`config.mk`:
```
export PLATFORM = sky130hd
export DESIGN_NAME = systolic_feeder
export DESIGN_NICKNAME = d
export VERILOG_FILES = /design/src/rtl/systolic_feeder.sv
export SDC_FILE = /design/constraint.sdc
export NUM_CORES = 2
export LEC_CHECK = 0
export ABC_AREA = 1
export CAP_MARGIN = 20
export CELL_PAD_IN_SITES_DETAIL_PLACEMENT = 1
export CELL_PAD_IN_SITES_GLOBAL_PLACEMENT = 1
export CORE_UTILIZATION = 43
export CTS_CLUSTER_DIAMETER = 100
export CTS_CLUSTER_SIZE = 28
export DETAILED_ROUTE_END_ITERATION = 12
export PLACE_DENSITY = 0.84
export SLEW_MARGIN = 40
export SYNTH_ARGS = -nofsm -noshare
export SYNTH_HDL_FRONTEND = slang
export SYNTH_SLANG_ARGS = --single-unit
```
`constraint.sdc`:
```
create_clock -name clk -period 3.8 [get_ports clk]
set_input_delay 0.76 -clock clk [delete_from_list [all_inputs] [get_ports clk]]
set_output_delay 0.76 -clock clk [all_outputs]
set_load 0.01 [all_outputs]
```
`src/rtl/systolic_feeder.sv`:
```
// Operand sequencer for the systolic array: buffers X (MxN) and W (NxK), then streams them skewed.
// Optional macro SYSTOLIC_FEEDER_PERF_EN adds a perf_cycles output (start-to-done cycle count).
module systolic_feeder #(
  parameter int M          = 5,
  parameter int N          = 3,
  parameter int K          = 4,
  parameter int DATA_WIDTH = 32,
  parameter int PIPE_LAT   = 2
) (
  input  logic                      clk,
  input  logic                      rst,
  input  logic                      x_wr_en,
  input  logic [$clog2(M*N)-1:0]    x_wr_addr,
  input  logic [DATA_WIDTH-1:0]     x_wr_data,
  input  logic                      w_wr_en,
  input  logic [$clog2(N*K)-1:0]    w_wr_addr,
  input  logic [DATA_WIDTH-1:0]     w_wr_data,
  input  logic                      start,
  output logic [DATA_WIDTH*M-1:0]   x_out,
  output logic [DATA_WIDTH*K-1:0]   w_out,
  output logic                      feed_valid,
  output logic                      busy,
  output logic                      done
`ifdef SYSTOLIC_FEEDER_PERF_EN
  ,output logic [31:0]              perf_cycles
`endif
);

  // state   | meaning
  // S_IDLE  | buffers writable, waiting for start
  // S_FEED  | streaming skewed operands, cnt = t
  // S_WAIT  | draining the array pipeline, outputs held at 0
  // S_DONE  | one cycle, Y valid at the array output

  localparam int F   = N + ((M > K) ? M : K) - 1;
  localparam int D   = M + K - 2 + PIPE_LAT;
  localparam int CW  = $clog2(((F > D) ? F : D) + 1);
  localparam int XAW = $clog2(M*N);
  localparam int WAW = $clog2(N*K);

  typedef enum logic [1:0] {S_IDLE, S_FEED, S_WAIT, S_DONE} state_t;

  state_t                  state_q, state_d;
  logic [CW-1:0]           cnt_q, cnt_d;
  logic [DATA_WIDTH*M-1:0] x_out_q, x_out_d;
  logic [DATA_WIDTH*K-1:0] w_out_q, w_out_d;
  logic [DATA_WIDTH-1:0]   xbuf_q [M*N];
  logic [DATA_WIDTH-1:0]   xbuf_d [M*N];
  logic [DATA_WIDTH-1:0]   wbuf_q [N*K];
  logic [DATA_WIDTH-1:0]   wbuf_d [N*K];

  assign feed_valid = (state_q == S_FEED);
  assign busy       = (state_q != S_IDLE);
  assign done       = (state_q == S_DONE);
  assign x_out      = x_out_q;
  assign w_out      = w_out_q;

  always_comb begin
    xbuf_d = xbuf_q;
    wbuf_d = wbuf_q;
    if (x_wr_en && !busy && (int'(x_wr_addr) < M*N)) xbuf_d[x_wr_addr] = x_wr_data;
    if (w_wr_en && !busy && (int'(w_wr_addr) < N*K)) wbuf_d[w_wr_addr] = w_wr_data;
  end

  always_comb begin
    state_d = state_q;
    cnt_d   = cnt_q;
    case (state_q)
      S_IDLE: if (start) begin
        state_d = S_FEED;
        cnt_d   = '0;
      end
      S_FEED: if (cnt_q == CW'(F-1)) begin
        state_d = S_WAIT;
        cnt_d   = '0;
      end else begin
        cnt_d = cnt_q + 1'b1;
      end
      S_WAIT: if (cnt_q == CW'(D-1)) begin
        state_d = S_DONE;
        cnt_d   = '0;
      end else begin
        cnt_d = cnt_q + 1'b1;
      end
      default: begin
        state_d = S_IDLE;
        cnt_d   = '0;
      end
    endcase
  end

  // Lanes are built from the post-write buffer so a write accepted with start reaches t=0.
  always_comb begin
    x_out_d = '0;
    w_out_d = '0;
    if (state_d == S_FEED) begin
      for (int i = 0; i < M; i++) begin
        if (int'(cnt_d) >= i && int'(cnt_d) - i < N)
          x_out_d[DATA_WIDTH*i +: DATA_WIDTH] = xbuf_d[XAW'(i*N + int'(cnt_d) - i)];
      end
      for (int j = 0; j < K; j++) begin
        if (int'(cnt_d) >= j && int'(cnt_d) - j < N)
          w_out_d[DATA_WIDTH*j +: DATA_WIDTH] = wbuf_d[WAW'((int'(cnt_d) - j)*K + j)];
      end
    end
  end

  always_ff @(posedge clk) begin
    if (rst) begin
      state_q <= S_IDLE;
      cnt_q   <= '0;
      x_out_q <= '0;
      w_out_q <= '0;
    end else begin
      state_q <= state_d;
      cnt_q   <= cnt_d;
      x_out_q <= x_out_d;
      w_out_q <= w_out_d;
    end
  end

  always_ff @(posedge clk) begin
    xbuf_q <= xbuf_d;
    wbuf_q <= wbuf_d;
  end

`ifdef SYSTOLIC_FEEDER_PERF_EN
  logic [31:0] perf_cnt_q, perf_q;

  // Running count covers FEED+WAIT; the DONE cycle itself is added when latching.
  always_ff @(posedge clk) begin
    if (rst) begin
      perf_cnt_q <= '0;
      perf_q     <= '0;
    end else begin
      if (state_q == S_IDLE && start)
        perf_cnt_q <= '0;
      else if ((state_q == S_FEED || state_q == S_WAIT) && perf_cnt_q != '1)
        perf_cnt_q <= perf_cnt_q + 1'b1;
      if (state_q == S_DONE)
        perf_q <= (perf_cnt_q == '1) ? '1 : perf_cnt_q + 1'b1;
    end
  end

  assign perf_cycles = perf_q;
`endif

endmodule

```
==> out/results.tsv <==
metric	value	unit
cts_buffer_depth	3	
worst_pin_slew	0.8784	ns
die_h	353.3	um
layout_common_cells	nand3_1, nand2_1, dfxtp_1, inv_1, clkdlybuf4s50_1	
p_switching	0.01106	W
fmax	291.4	MHz
hold_viol_final	0	
nets	8001	
leakage	29.01	nW
syn_nets	7936	
internal_power	0.02006	W
clockPowerShare	0.223	
crit_type	reg2reg	
areaGrowthSynthToFinish	14.72	%
avgSynthCellArea	6.765	um^2
io_buffer_count	367	
place.detailed.hpwl	154100	um
post_cts_buffers	0	
hold_path_class	reg2reg	
p_sw_frac	0.3555	
cts_tree	done	
yosysWarnings	0	
htree_levels	2	
drv_slew	0	
gp_congestion	0.9225	
layout_commonest_cell	nand3_1	
drtIter0Drc	5496	
cp-end-kind	register	
setup_viol_count_final	0	
max_stage_delay	0.45	ns
preCtsSetupSlack	0.1787	ns
hold_buffers	0	
die-area	124800	um^2
track_usage	0.3614	
root_buffer	clkbuf_16	
synth-seq-cells	1158	
wl_per_cell	24.42	um
critPathMaxFanout	17	
hold_path_end	xbuf_q[297]	
wirelength	233600	um
yosysTopAreaCell	dfxtp_1	
synth_top_area_share	0.4369	
clk_pin_slew	0.11	ns
synth_area	53060	um^2
start_util	0.4348	
rr_worst_depth	15	
combPwrFrac	0.285	
fill_cells	15730	
skew	0.03417	ns
num_rows	128	
cp-startpoint	cnt_q[0]	
r2r-start	cnt_q[0]	
p_per_area	511.1	nW/um^2
synth_cell_types	34	
ctsResizeCount	0	
slew_headroom	0.4144	
via_per_inst	5.959	
worstHoldStart	xbuf_q[297]	
drive_gt1_frac	0.04628	
vias	57000	
grt_pass1_vias	56530	
cts_sinks	1158	
ys_seq_area_frac	0.4369	
p_seq_frac	0.492	
rsz0062_at_grt	no	
cts_made_buffers	50	
rrSetupSlack	0.37	ns
drtAntennaViolNets	0	
critPathSlowestCell	buf_4	
worstPathCellList	inv_1 -> ha_1 -> nand3_1 -> nand2_1 -> nand2_1 -> nand2_1 -> o21ai_1 -> buf_4 -> inv_1 -> ha_2 -> buf_4 -> inv_2 -> buf_4 -> nand3_1 -> a21oi_1	
fin_crit	3.431	ns
fin_tns_setup	0	ns
grt_pass1_wl	347700	um
cap_violations	0	
first_pass_iters	5	
finalNonFillerCells	9564	
drcViolationCount	0	
grt-ovfl-total	0	
core-area	122000	um^2
vdd_drop_max	416.9	uV
status	finished, final reports clean	
dp_cells	9482	
crit_arrival	4.06	ns
timing.rr.end	x_out[90]	
ys_top_cells_by_area	dfxtp_1, nand3_1, nand2_1, inv_1, a21oi_1	
clk_latency	0.73	ns
syn_inst	7844	
die_w	353.3	um
crit_family	buffers and inverters	
cp-start-kind	register	
hold_depth	2	
cp.required	4.43	ns
grt_max_degree	156	
timing.final.ws_setup	0.3688	ns
antenna_found_initial	17	
finalCritPeriodShare	0.9030	
top_level_ports	368	
path_buf_inv	6	
-- through the flow --
step | utilization | cell area, um^2 | hold WS (ns) | total power (W)
floorplan | - | 53060 | 0.4118 | 0.02131
global placement | 0.4863 | 59350 | 0.4201 | 0.02365
detailed placement | 0.4863 | 59350 | 0.4281 | 0.02423
CTS | 0.4986 | 60850 | 0.4546 | 0.03102
global route | 0.4987 | 60860 | 0.4696 | 0.03275
finish | 0.4988 | 60870 | 0.4511 | 0.03112
-- kinds of logic (layout without fill, tap and decap cells) --
logic type / Yosys count / in the layout / synth area share
AND/OR/NAND/NOR: 4632 / 4632 / 0.3834
XOR/XNOR: 3 / 3 / 0.0006368
other: 0 / 9 / 0
adder cells (fa/ha/maj): 15 / 15 / 0.003537
buffers and inverters: 1202 / 1288 / 0.08998
AO/OA/AOI/OAI: 821 / 821 / 0.08310
flip-flops: 1158 / 1158 / 0.4369
multiplexers: 13 / 13 / 0.002452
-- per-layer routing --
metal / GRT usage / vias to the layer above / wire length, um
met4: 0.2384 / 18 / 17090
met2: 0.5876 / 2575 / 106600
met5: 0 / - / 106
met1: 0.4375 / 27800 / 89950
li1: - / 25880 / -
met3: 0.06517 / 722 / 19830
-- worst max-delay path by stage --
stage	to	slack [ns]	depth (start not counted)
floorplan	x_out[38]	0.47	16
global placement	x_out[90]	0.19	13
detailed placement	x_out[90]	0.18	13
CTS	x_out[90]	0.47	15
global route	x_out[79]	0.22	18
finish	x_out[90]	0.37	15
-- power groups by stage --
stage	logic, W	clock network [W]	registers [W]
5_1_grt	0.00988	0.00738	0.0155
4_1_cts	0.00874	0.00700	0.0153
6_report	0.00888	0.00693	0.0153
3_5_place_dp	0.00868	0	0.0155
3_3_place_gp	0.00821	0	0.0154
2_1_floorplan	0.00598	0	0.0153
-- cells in the mapped netlist, drive strengths merged --
cell	number
a21boi	1
a21oi	325
a221oi	15
a22o	11
a22oi	32
buf	252
clkbuf	330
clkinv	1
dfxtp	1158
ha	15
inv	619
mux2i	13
nand2	2101
nand3	2290
nand4	5
nor2	233
nor3	2
nor4	1
o21a	43
o21ai	388
o21bai	1
o22ai	5
xor2	3
-- flip-flops by register name (all words and copies together) (netlist names) --
register  flops
wbuf_q      384
w_out       128
x_out       160
xbuf_q      480
cnt_q         4
state_q       2
-- worst reg2reg max path: stages, from the launching register on --
cell and delay [ns]:
dfxtp_1 0.44, inv_1 0.15, ha_1 0.23, nand3_1 0.15, nand2_1 0.09, nand2_1 0.19, nand2_1 0.08, o21ai_1 0.08
buf_4 0.26, inv_1 0.10, ha_2 0.28, buf_4 0.24, inv_2 0.16, buf_4 0.45, nand3_1 0.19, a21oi_1 0.26
-- layout make-up --
class,count,area [um^2],area share
diodes,9,22.52,0.0003700
well taps,1625,2033,0.03340
clock buffers,59,1305,0.02144
flip-flops and latches,1158,23180,0.3808
clock inverters,14,201.4,0.003309
repair buffers,595,6399,0.1051
multi-input cells,5484,25400,0.4172
inverters,620,2333,0.03833
No activity file was read; power rests on OpenSTA's default activity.
